<file path="src/rtl/pcie_cfg_arb.sv">
// pcie_cfg_arb: two-requester configuration-request arbiter in front of a PCIe
// configuration transactor. A granted request's TLP fields are latched onto cfg_*,
// launched with a 2-cycle tx_en level, and completed by cpl_rcv or by a timeout.
// The result is returned on a one-cycle reqN_done pulse. A 3-cycle quiet gap follows
// every completion so that the transactor's edge detector can re-arm.
// Optional build macro: CFG_CRS_RETRY_EN. When it is defined, a CRS completion
// reissues the request with a new tag, up to MAX_RETRY times.
// Ports:
//   pclk_div2, apb_rst                  clock; asynchronous active-high reset
//   reqN_valid/wr/type/fbe/des_id/      request N (N=0,1); valid is held until done
//   reqN_reg_num/wdata
//   reqN_done/status/rdata/timeout      result for request N, valid while done is high
//   cfg_fmt/type/tag/fbe/des_id/        TLP fields to the transactor
//   cfg_reg_num/tx_data
//   tx_en                               launch level to the transactor
//   cpl_rcv/cpl_status/cpl_rx_data      completion from the transactor
module pcie_cfg_arb #(
   parameter logic [15:0] TIMEOUT_CYC = 16'd50000,
   parameter logic [7:0]  TAG_BASE    = 8'h10,
   parameter logic [3:0]  MAX_RETRY   = 4'd8
) (
   input  logic        pclk_div2,
   input  logic        apb_rst,
   input  logic        req0_valid,
   input  logic        req0_wr,
   input  logic        req0_type,
   input  logic [3:0]  req0_fbe,
   input  logic [15:0] req0_des_id,
   input  logic [9:0]  req0_reg_num,
   input  logic [31:0] req0_wdata,
   output logic        req0_done,
   output logic [2:0]  req0_status,
   output logic [31:0] req0_rdata,
   output logic        req0_timeout,
   input  logic        req1_valid,
   input  logic        req1_wr,
   input  logic        req1_type,
   input  logic [3:0]  req1_fbe,
   input  logic [15:0] req1_des_id,
   input  logic [9:0]  req1_reg_num,
   input  logic [31:0] req1_wdata,
   output logic        req1_done,
   output logic [2:0]  req1_status,
   output logic [31:0] req1_rdata,
   output logic        req1_timeout,
   output logic        cfg_fmt,
   output logic        cfg_type,
   output logic [7:0]  cfg_tag,
   output logic [3:0]  cfg_fbe,
   output logic [15:0] cfg_des_id,
   output logic [9:0]  cfg_reg_num,
   output logic [31:0] cfg_tx_data,
   output logic        tx_en,
   input  logic        cpl_rcv,
   input  logic [2:0]  cpl_status,
   input  logic [31:0] cpl_rx_data
);

   typedef enum logic [2:0] {IDLE, ISSUE, WAIT, DONE, GAP} state_t;

   // ISSUE and GAP both last three cycles (count 0..2)
   localparam logic [15:0] PHASE_LAST = 16'd2;

   state_t      r_state, w_state_nxt;
   logic [15:0] r_cnt, w_cnt_nxt;
   logic        r_tx_en, w_tx_en_nxt;
   logic        r_gnt, r_rr_last, w_gnt_id;
   logic        w_grant, w_issue, w_cap, w_timeout;
   logic [2:0]  w_status;
   logic [31:0] w_rdata;
   logic        w_crs_retry, w_retry_pend;
   logic [7:0]  r_next_tag, r_cfg_tag;
   logic        r_cfg_fmt, r_cfg_type;
   logic [3:0]  r_cfg_fbe;
   logic [15:0] r_cfg_des_id;
   logic [9:0]  r_cfg_reg_num;
   logic [31:0] r_cfg_tx_data;
   logic        r_done0, r_done1, r_timeout0, r_timeout1;
   logic [2:0]  r_status0, r_status1;
   logic [31:0] r_rdata0, r_rdata1;

   // Round-robin: on contention the loser of the previous contended grant wins
   assign w_gnt_id = (req0_valid && req1_valid) ? ~r_rr_last : req1_valid;

`ifdef CFG_CRS_RETRY_EN
   localparam logic [2:0] CRS_STATUS = 3'b010;
   logic [3:0] r_retry_cnt;
   logic       r_retry_pend;
   logic       w_retry;

   assign w_crs_retry  = (cpl_status == CRS_STATUS) && (r_retry_cnt < MAX_RETRY);
   assign w_retry      = (r_state == WAIT) && cpl_rcv && w_crs_retry;
   assign w_retry_pend = r_retry_pend;

   // CRS retry bookkeeping; the count restarts with every new grant
   always_ff @(posedge pclk_div2 or posedge apb_rst) begin
      if (apb_rst) begin
         r_retry_cnt  <= 4'd0;
         r_retry_pend <= 1'b0;
      end else begin
         if (w_grant)      r_retry_cnt <= 4'd0;
         else if (w_retry) r_retry_cnt <= r_retry_cnt + 4'd1;
         if (w_retry)      r_retry_pend <= 1'b1;
         else if (w_issue) r_retry_pend <= 1'b0;
      end
   end
`else
   assign w_crs_retry  = 1'b0;
   assign w_retry_pend = 1'b0;
`endif

   // Next-state and registered-output decode
   always_comb begin
      w_state_nxt = r_state;
      w_cnt_nxt   = r_cnt + 16'd1;
      w_tx_en_nxt = 1'b0;
      w_grant     = 1'b0;
      w_issue     = 1'b0;
      w_cap       = 1'b0;
      w_timeout   = 1'b0;
      w_status    = 3'b000;
      w_rdata     = 32'd0;
      case (r_state)
         IDLE: begin
            w_cnt_nxt = 16'd0;
            if (req0_valid || req1_valid) begin
               w_grant     = 1'b1;
               w_issue     = 1'b1;
               w_state_nxt = ISSUE;
            end
         end
         // first ISSUE cycle sets up cfg_*, tx_en is high in the next two
         ISSUE: begin
            if (r_cnt == PHASE_LAST) begin
               w_cnt_nxt   = 16'd0;
               w_state_nxt = WAIT;
            end else begin
               w_tx_en_nxt = 1'b1;
            end
         end
         // a completion wins over a timeout expiring in the same cycle
         WAIT: begin
            if (cpl_rcv) begin
               w_cnt_nxt = 16'd0;
               if (w_crs_retry) begin
                  w_state_nxt = GAP;
               end else begin
                  w_cap       = 1'b1;
                  w_status    = cpl_status;
                  w_rdata     = r_cfg_fmt ? 32'd0 : cpl_rx_data;
                  w_state_nxt = DONE;
               end
            end else if (r_cnt == TIMEOUT_CYC - 16'd1) begin
               w_cnt_nxt   = 16'd0;
               w_cap       = 1'b1;
               w_timeout   = 1'b1;
               w_state_nxt = DONE;
            end
         end
         DONE: begin
            w_cnt_nxt   = 16'd0;
            w_state_nxt = GAP;
         end
         GAP: begin
            if (r_cnt == PHASE_LAST) begin
               w_cnt_nxt = 16'd0;
               if (w_retry_pend) begin
                  w_issue     = 1'b1;
                  w_state_nxt = ISSUE;
               end else begin
                  w_state_nxt = IDLE;
               end
            end
         end
         default: begin
            w_cnt_nxt   = 16'd0;
            w_state_nxt = IDLE;
         end
      endcase
   end

   // State, transaction fields and per-requester results
   always_ff @(posedge pclk_div2 or posedge apb_rst) begin
      if (apb_rst) begin
         r_state       <= IDLE;
         r_cnt         <= 16'd0;
         r_tx_en       <= 1'b0;
         r_gnt         <= 1'b0;
         r_rr_last     <= 1'b1;
         r_next_tag    <= TAG_BASE;
         r_cfg_tag     <= TAG_BASE;
         r_cfg_fmt     <= 1'b0;
         r_cfg_type    <= 1'b0;
         r_cfg_fbe     <= 4'd0;
         r_cfg_des_id  <= 16'd0;
         r_cfg_reg_num <= 10'd0;
         r_cfg_tx_data <= 32'd0;
         r_done0       <= 1'b0;
         r_done1       <= 1'b0;
         r_timeout0    <= 1'b0;
         r_timeout1    <= 1'b0;
         r_status0     <= 3'b000;
         r_status1     <= 3'b000;
         r_rdata0      <= 32'd0;
         r_rdata1      <= 32'd0;
      end else begin
         r_state <= w_state_nxt;
         r_cnt   <= w_cnt_nxt;
         r_tx_en <= w_tx_en_nxt;
         if (w_grant) begin
            r_gnt         <= w_gnt_id;
            if (req0_valid && req1_valid) r_rr_last <= w_gnt_id;
            r_cfg_fmt     <= w_gnt_id ? req1_wr      : req0_wr;
            r_cfg_type    <= w_gnt_id ? req1_type    : req0_type;
            r_cfg_fbe     <= w_gnt_id ? req1_fbe     : req0_fbe;
            r_cfg_des_id  <= w_gnt_id ? req1_des_id  : req0_des_id;
            r_cfg_reg_num <= w_gnt_id ? req1_reg_num : req0_reg_num;
            r_cfg_tx_data <= w_gnt_id ? req1_wdata   : req0_wdata;
         end
         if (w_issue) begin
            r_cfg_tag  <= r_next_tag;
            r_next_tag <= r_next_tag + 8'd1;
         end
         r_done0 <= w_cap && !r_gnt;
         r_done1 <= w_cap && r_gnt;
         if (w_cap && !r_gnt) begin
            r_status0  <= w_status;
            r_rdata0   <= w_rdata;
            r_timeout0 <= w_timeout;
         end
         if (w_cap && r_gnt) begin
            r_status1  <= w_status;
            r_rdata1   <= w_rdata;
            r_timeout1 <= w_timeout;
         end
      end
   end

   assign tx_en        = r_tx_en;
   assign cfg_fmt      = r_cfg_fmt;
   assign cfg_type     = r_cfg_type;
   assign cfg_tag      = r_cfg_tag;
   assign cfg_fbe      = r_cfg_fbe;
   assign cfg_des_id   = r_cfg_des_id;
   assign cfg_reg_num  = r_cfg_reg_num;
   assign cfg_tx_data  = r_cfg_tx_data;
   assign req0_done    = r_done0;
   assign req0_status  = r_status0;
   assign req0_rdata   = r_rdata0;
   assign req0_timeout = r_timeout0;
   assign req1_done    = r_done1;
   assign req1_status  = r_status1;
   assign req1_rdata   = r_rdata1;
   assign req1_timeout = r_timeout1;

endmodule

</file>
<file path="config.mk">
export PLATFORM = sky130hd
export DESIGN_NAME = pcie_cfg_arb
export DESIGN_NICKNAME = d
export VERILOG_FILES = /design/src/rtl/pcie_cfg_arb.sv
export SDC_FILE = /design/constraint.sdc
export NUM_CORES = 1
export LEC_CHECK = 0
export CAP_MARGIN = 20
export CORE_MARGIN = 2
export CORE_UTILIZATION = 45
export DETAILED_ROUTE_END_ITERATION = 10
export DONT_BUFFER_PORTS = 1
export HOLD_SLACK_MARGIN = 0.06
export PLACE_DENSITY = 0.72
export SYNTH_ARGS = -nofsm -noshare
export SYNTH_HDL_FRONTEND = slang
export SYNTH_SLANG_ARGS = --single-unit
</file>
<file path="constraint.sdc">
create_clock -name pclk_div2 -period 6.83 [get_ports pclk_div2]
set_input_delay 2.049 -clock pclk_div2 [delete_from_list [all_inputs] [get_ports pclk_div2]]
set_output_delay 2.049 -clock pclk_div2 [all_outputs]
set_load 0.005 [all_outputs]
</file>
==> impl_metrics.ini, run 1 <==
[logic_synthesis]
synth_xor_area_share_pct = 2.35
synth_top_area_cell = dfrtp_1
synthAdderAreaFrac_pct = 0.503
synth_top_family_by_area = compound AO/OA/AOI/OAI gates
synth_ff_type = dfrtp_1
yosysWarnings = 0
ys_seq_area_share_pct = 59.1
ys_types = 44
avgSynthCellArea_um2 = 12.1
ys_seq_elements = 176
synth_area_um2 = 7460
synthTopCellsByArea = dfrtp_1 (58%), a32o_1 (9.4%), mux2i_1 (8.6%), a21oi_1 (4.8%), nor2_1 (4.2%)
synth.area.mux_share_pct = 9.95
synthCells = 618
synth-async-reset-ratio_pct = 100
synth_compound_area_share_pct = 15.5
synth_edf_count = 0
netlist.area_leader.share_pct = 58.0
yosys.area_share.simple_pct = 8.54
synth_nets = 789

[clocking]
cts_buffers = 17
cts_root_buf = clkbuf_16
clock_path_buffers = 2
cts_resized = 0
clock-sinks = 176
cts_setup_buffers = 0
cts_tree = built
clk_latency_ps = 420
clk_pin_slew_ps = 70
ctsHtreeMaxLevel = 4
hold_buffers = 0

[floorplan]
die_h_um = 133
die_area_um2 = 17600
num_io_pins = 315
core_um2 = 16400
rows = 47
fp.dieW_um = 133
initial_utilization_pct = 45.5

[setup_path]
cpPeakStageDelay_ps = 620
cp.required_ps = 7130
critical_path_class = in2reg
cp_slowest_cell = and2_4
end_kind = register
worstPathMaxFanout = 80
worstPathCellList = or2_2, and2_4, buf_4, mux2_2
start_kind = primary input
worstPathArrival_ps = 3840

[timing]
layout_min_cycle_time_ps = 3540
hold_ws_ps = 476
finalHoldViolations = 0
skew_ps = 11.6
finalMaxSlewViolations = 0
tns_ps = 0
setup_slack_ps = 3290
relSlewSlack_pct = 28.9
finalSetupViolations = 0
max_freq_mhz = 282
rsz0062_at_grt = false
worst-slew-pin-transition_ps = 1070
period_share_pct = 51.9

[route]
drc = 0
wire_per_inst_um = 21.8
totalWireLength_um = 18100
dr.pass1.iters = 5
ant_nets = 0
dr.first_iter.drc_count = 202
routed_via_density = 5.97
vias = 4949

[cells_and_area]
final_cell_mix = dfrtp_1 (173), nor2_1 (82), a21oi_1 (71)
drive_gt1_share_pct = 10.7
syn_to_final_growth_pct = 9.21
finalInstanceArea_um2 = 8150
final_common_cell = dfrtp_1
antenna_cells = 0
nets = 767

[power_and_ir_drop]
swShare_pct = 34.9
p_int_w = 0.00234
switching_power_w = 0.00125
p_leak_nw = 3.49
pwr-share-comb_pct = 23.5
ir_drop_uv = 184
seqPwrFrac_pct = 49.9
p_per_area_nw_per_um2 = 441
p_clk_share_pct = 26.6

[hold_path]
hold_class = reg2reg

[global_route]
grt_use_total_pct = 20.2
grt_pass1_vias = 5018
grt.overflow.total = 0
grt_pass1_wl_um = 27600
antenna_found_initial = 0
grt_max_degree = 81

[placed_design]
port_buffers = 0
gp_congestion = 0.897
hpwl_um = 12900
dpl-instance-area_um2 = 7550
dp_slack_ps = 2860

[run_status]
outcome = finished, final reports clean

[run]
max-cap-violations = 0
-- critical path: cells and delay by family --
family | cells | cell delay, ps
AND/OR/NAND/NOR | 2 | 730
buffers and inverters | 1 | 620
multiplexers | 1 | 400
-- logic make-up after synthesis --
logic type,Yosys count
AO/OA/AOI/OAI,153
XOR/XNOR,20
adder cells (fa/ha/maj),3
buffers and inverters,58
flip-flops,176
multiplexers,73
AND/OR/NAND/NOR,135
-- through the flow --
stage,util [%],cells,total power [W]
floorplan,-,618,0.00244
global placement,46.0,797,0.00260
detailed placement,46.0,797,0.00266
CTS,49.6,829,0.00363
global route,49.6,829,0.00381
finish,49.6,829,0.00359
-- per-layer routing --
| metal | vias to the layer above | wire, um | GRT usage (%) |
|---|---|---|---|
| met5 | - | 0 | 0 |
| met4 | 0 | 382 | 7.65 |
| met3 | 28 | 2150 | 9.96 |
| met2 | 273 | 9050 | 34.5 |
| met1 | 2431 | 6520 | 21.7 |
| li1 | 2217 | - | - |
-- final timing paths --
check	startpoint	to	slack (ps)	cells after the start
worst max-delay path	req1_valid	cfg_tag[7]$_DFFE_PP0P_	3290	4
worst min register to register	r_next_tag[7]$_DFFE_PP0P_	r_next_tag[7]$_DFFE_PP0P_	480	1
max in group asynchronous	apb_rst	cfg_tag[7]$_DFFE_PP0P_	4200	2
worst max register to register	r_state[2]$_DFFE_PP0P_	cfg_tag[7]$_DFFE_PP0P_	4090	4
worst min-delay path	r_next_tag[7]$_DFFE_PP0P_	r_next_tag[7]$_DFFE_PP0P_	480	1
min in group asynchronous	apb_rst	r_state[1]$_DFFE_PP0P_	1430	1
-- cell usage after synthesis (all sizes together), types with 5 or more instances --
library cell	instances
buf	33
a32o	70
nand2	9
nand3	9
dfrtp	173
nor2	83
xnor2	16
nor4	5
a21oi	71
clkbuf	17
inv	8
mux2	9
nor3	6
mux2i	64
o21ai	7
-- sequential cells by signal (all words and copies together), names as in the netlist, 3 cells and up --
register and count:
req1_rdata 32, cfg_tx_data 32, cfg_des_id 16, r_cnt 16
req0_status 3, cfg_tag 8, r_next_tag 8, cfg_reg_num 10
req1_status 3, cfg_fbe 4, req0_rdata 32, r_state 3
-- cell type report --
class	count	area, um^2
Timing Repair Buffer	9	67.6
Clock buffer	19	443
Clock inverter	13	149
Tap cell	220	275
Inverter	8	35.0
Multi-Input combinational cell	384	2770
Sequential cell	176	4410
Fill cell	1422	8260
-- power by group through the flow --
stage | Combinational, W | Sequential (W) | Clock, W
6_report | 0.000845 | 0.00179 | 0.000953
5_1_grt | 0.000954 | 0.00184 | 0.00102
4_1_cts | 0.000854 | 0.00179 | 0.000980
3_5_place_dp | 0.000859 | 0.00180 | 0
3_3_place_gp | 0.000796 | 0.00180 | 0
2_1_floorplan | 0.000760 | 0.00168 | 0
Power figures use the tool's default switching activity.
==> run 2, diff against run 1 <==
- PLACE_DENSITY: 0.72 -> 0.7
- clock period: 6.83 -> 3.6 ns (I/O delays scaled with it)
==> impl_metrics.ini, run 2 (synthesis results as in run 1) <==
[floorplan]
core_um2 = 16400
die_h_um = 133
num_io_pins = 315
fp.dieW_um = 133
rows = 47
initial_utilization_pct = 45.5
die_area_um2 = 17600

[timing]
skew_ps = 15.5
period_share_pct = 66.9
layout_min_cycle_time_ps = 2410
worst-slew-pin-transition_ps = 758
finalMaxSlewViolations = 0
rsz0062_at_grt = false
max_freq_mhz = 415
hold_ws_ps = 472
relSlewSlack_pct = 49.5
finalSetupViolations = 0
finalHoldViolations = 0
tns_ps = 0

[setup_path]
worstPathArrival_ps = 2760
start_kind = register
cp.required_ps = 3950
worstPathMaxFanout = 23
end_kind = register
critical_path_class = reg2reg

[clocking]
ctsHtreeMaxLevel = 4
clk_pin_slew_ps = 60
cts_resized = 0
clock_path_buffers = 2
cts_root_buf = clkbuf_16
cts_tree = built
clk_latency_ps = 430
clock-sinks = 176
cts_setup_buffers = 0
hold_buffers = 0
cts_buffers = 17

[cells_and_area]
syn_to_final_growth_pct = 9.53
final_common_cell = dfrtp_1
final_cell_mix = dfrtp_1 (173), nor2_1 (82), a21oi_1 (71)
drive_gt1_share_pct = 11.3
antenna_cells = 0
nets = 770

[power_and_ir_drop]
p_leak_nw = 3.50
ir_drop_uv = 417
p_per_area_nw_per_um2 = 831

[placed_design]
hpwl_um = 13000
port_buffers = 0
gp_congestion = 0.855

[run_status]
outcome = finished, final reports clean

[route]
dr.first_iter.drc_count = 197
routed_via_density = 5.97
vias = 4965
ant_nets = 0
totalWireLength_um = 18100
wire_per_inst_um = 21.7
drc = 0
dr.pass1.iters = 4

[global_route]
grt.overflow.total = 0
grt_use_total_pct = 20.6
grt_pass1_vias = 5113
grt_max_degree = 99
grt_pass1_wl_um = 28200
antenna_found_initial = 0

[run]
max-cap-violations = 0

[hold_path]
hold_class = reg2reg
-- run 2: cell types whose count changed in the layout (fill, tap and decap cells not counted), sizes merged --
cell,change
buf,+3
clkinv,+3
inv,-3
-- run 2: metal layers --
layer	vias to the layer above	global-route usage (%)	routed length (um)
met1	2454	21.5	6450
met4	0	6.93	302
li1	2230	-	-
met5	-	0	0
met3	21	9.96	1990
met2	260	36.2	9340
-- run 2: area by class of cell --
cell class	instances	area, um^2
Timing Repair Buffer	12	103
Sequential cell	176	4410
Inverter	8	33.8
Multi-Input combinational cell	384	2770
Fill cell	1391	8240
Tap cell	220	275
Clock buffer	19	453
Clock inverter	13	129
-- run 2: where the power goes --
group,switching [W],leakage [nW],internal (W)
Sequential,0.000664,2.20,0.00273
Clock,0.000793,0.286,0.00100
Combinational,0.000887,1.02,0.000711
Total,0.00234,3.50,0.00445
-- run 2: critical path: stages, from the launching register on --
cell and delay, ps:
dfrtp_1 410, ha_1 260, and4_1 210, and4_1 300, o21ai_2 560, buf_4 400
a32o_1 190
-- run 2: final timing paths --
kind | end | slack, ps | cells past startpoint | start
max in group asynchronous | r_rr_last$_DFFE_PP1P_ | 2270 | 2 | apb_rst
min reg2reg | r_next_tag[7]$_DFFE_PP0P_ | 470 | 1 | r_next_tag[7]$_DFFE_PP0P_
min | r_next_tag[7]$_DFFE_PP0P_ | 470 | 1 | r_next_tag[7]$_DFFE_PP0P_
min in group asynchronous | req1_rdata[9]$_DFFE_PP0P_ | 500 | 1 | apb_rst
max | req1_rdata[8]$_DFFE_PP0P_ | 1190 | 6 | r_cnt[0]$_DFF_PP0_
max reg2reg | req1_rdata[8]$_DFFE_PP0P_ | 1190 | 6 | r_cnt[0]$_DFF_PP0_
-- run 2: per-stage QoR --
| step | area [um^2] | worst slack [ps] | utilization, % | total power [W] | std cells |
|---|---|---|---|---|---|
| finish | 8170 | 1190 | 49.8 | 0.00679 | 832 |
| global route | 8170 | 1060 | 49.8 | 0.00726 | 832 |
| CTS | 8170 | 1170 | 49.8 | 0.00688 | 832 |
| detailed placement | 7590 | 958 | 46.2 | 0.00506 | 800 |
| global placement | 7590 | 1060 | 46.2 | 0.00494 | 800 |
| floorplan | 7460 | 270 | - | 0.00463 | 618 |
==> run 3, diff against run 2 <==
- PLACE_DENSITY: 0.7 -> 0.72
- clock period: 3.6 -> 1.9 ns (I/O delays scaled with it)
==> impl_metrics.ini, run 3 (synthesis results as in run 1) <==
[route]
ant_nets = 0
totalWireLength_um = 19200
drc = 0
routed_via_density = 6.03
dr.first_iter.drc_count = 213
vias = 5132
dr.pass1.iters = 5
wire_per_inst_um = 22.6

[timing]
max_freq_mhz = 541
skew_ps = 10.5
finalHoldViolations = 0
relSlewSlack_pct = 38.4
layout_min_cycle_time_ps = 1850
worst-slew-pin-transition_ps = 920
setup_slack_ps = 52.4
rsz0062_at_grt = false
hold_ws_ps = 137
finalSetupViolations = 0
period_share_pct = 97.2
finalMaxSlewViolations = 0

[floorplan]
core_um2 = 16400
die_area_um2 = 17600
initial_utilization_pct = 45.5
die_h_um = 133
num_io_pins = 315
rows = 47
fp.dieW_um = 133

[cells_and_area]
final_common_cell = dfrtp_1
finalInstanceArea_um2 = 8480
final_cell_mix = dfrtp_1 (172), nor2_1 (80), a32o_1 (70), a21oi_1 (70), mux2i_1 (64)
drive_gt1_share_pct = 14.9
nets = 788
syn_to_final_growth_pct = 13.8

[clocking]
cts_buffers = 17
cts_tree = built
clk_latency_ps = 420
clk_pin_slew_ps = 70
ctsHtreeMaxLevel = 4
hold_buffers = 0
clock_path_buffers = 2
clock-sinks = 176
cts_root_buf = clkbuf_16

[power_and_ir_drop]
pwr-share-comb_pct = 25.7
finalPower_w = 0.0134
switching_power_w = 0.00476
swShare_pct = 35.5
p_leak_nw = 3.64
ir_drop_uv = 925
p_clk_share_pct = 26.0
p_per_area_nw_per_um2 = 1580
p_int_w = 0.00864
seqPwrFrac_pct = 48.3

[global_route]
grt_max_degree = 79
grt_use_total_pct = 21.4
grt_pass1_wl_um = 29300
grt_pass1_vias = 5209
grt.overflow.total = 0
antenna_found_initial = 1

[setup_path]
worstPathArrival_ps = 2200
reg2reg_slack_ps = 50
start_kind = register
end_kind = register
critical_path_class = reg2reg
cp.required_ps = 2250
reg2reg_depth = 6
regToRegStartpoint = r_cnt[0]$_DFF_PP0_
rr_endpoint = r_cnt[15]$_DFF_PP0_
worstPathMaxFanout = 8

[placed_design]
dp_slack_ps = -81.5
port_buffers = 0
dpl-instance-area_um2 = 7830
gp_congestion = 0.892
hpwl_um = 13400

[run]
max-cap-violations = 0

[run_status]
outcome = finished, final reports clean

[hold_path]
hold_class = in2async
## run 3: cell types whose count changed in the layout (fill, tap and decap cells not counted), sizes merged
cell,delta
buf,+16
clkbuf,-2
clkinv,-4
clkinvlp,+1
diode,+1
inv,+5
nor2b,+1
o32a,+1
## run 3: per-stage QoR
stage / cells / TNS [ps] / utilization, %
floorplan: 618 / -160280 / -
global placement: 815 / -346 / 47.7
detailed placement: 815 / -1510 / 47.7
CTS: 848 / 0 / 51.3
global route: 851 / 0 / 51.7
finish: 851 / 0 / 51.7
## run 3: how the worst max path moves through the flow
stage | endpoint | start | depth (start not counted) | slack (ps)
3_5_place_dp | req1_rdata[22]$_DFFE_PP0P_ | cpl_rcv | 3 | -80
4_1_cts | r_cnt[15]$_DFF_PP0_ | r_cnt[1]$_DFF_PP0_ | 6 | 30
6_report | r_cnt[15]$_DFF_PP0_ | r_cnt[0]$_DFF_PP0_ | 6 | 50
3_3_place_gp | req0_rdata[18]$_DFFE_PP0P_ | cpl_rcv | 3 | -20
2_1_floorplan | cfg_des_id[0]$_DFFE_PP0P_ | apb_rst | 1 | -920
5_1_grt | r_cnt[15]$_DFF_PP0_ | r_cnt[0]$_DFF_PP0_ | 6 | 8
## run 3: layout make-up
cell class,instances,area (um^2)
Inverter,8,33.8
Antenna cell,1,2.50
Clock buffer,17,425
Timing Repair Buffer,28,348
Clock inverter,15,164
Fill cell,1414,7920
Multi-Input combinational cell,386,2830
Sequential cell,176,4410
Tap cell,220,275
## run 3: timing repair
item	in CTS	in global routing
cloned	1	1
gates resized for setup	0	11
setup endpoints to repair	12	16
buffers inserted	0	1
pin swaps	0	1
## run 3: metal layers
layer	track usage [%]	vias to the layer above	routed length (um)
met2	34.9	276	9420
met4	8.18	0	517
met3	10.0	35	2160
met5	0	-	0
li1	-	2272	-
met1	24.5	2549	7110
## run 3: critical path: stages, from the launching register on
cell and delay (ps):
dfrtp_1 390, ha_1 220, and4_1 210, and4_4 200, buf_4 160, o32a_4 450
a21oi_2 140
## run 3: power by group through the flow
| stage | logic, W | registers (W) | clock network [W] |
|---|---|---|---|
| after global routing | 0.00385 | 0.00665 | 0.00373 |
| after global placement | 0.00312 | 0.00647 | 0 |
| final | 0.00344 | 0.00647 | 0.00349 |
| after floorplan | 0.00273 | 0.00605 | 0 |
| after CTS | 0.00336 | 0.00647 | 0.00357 |
| after detailed placement | 0.00336 | 0.00649 | 0 |
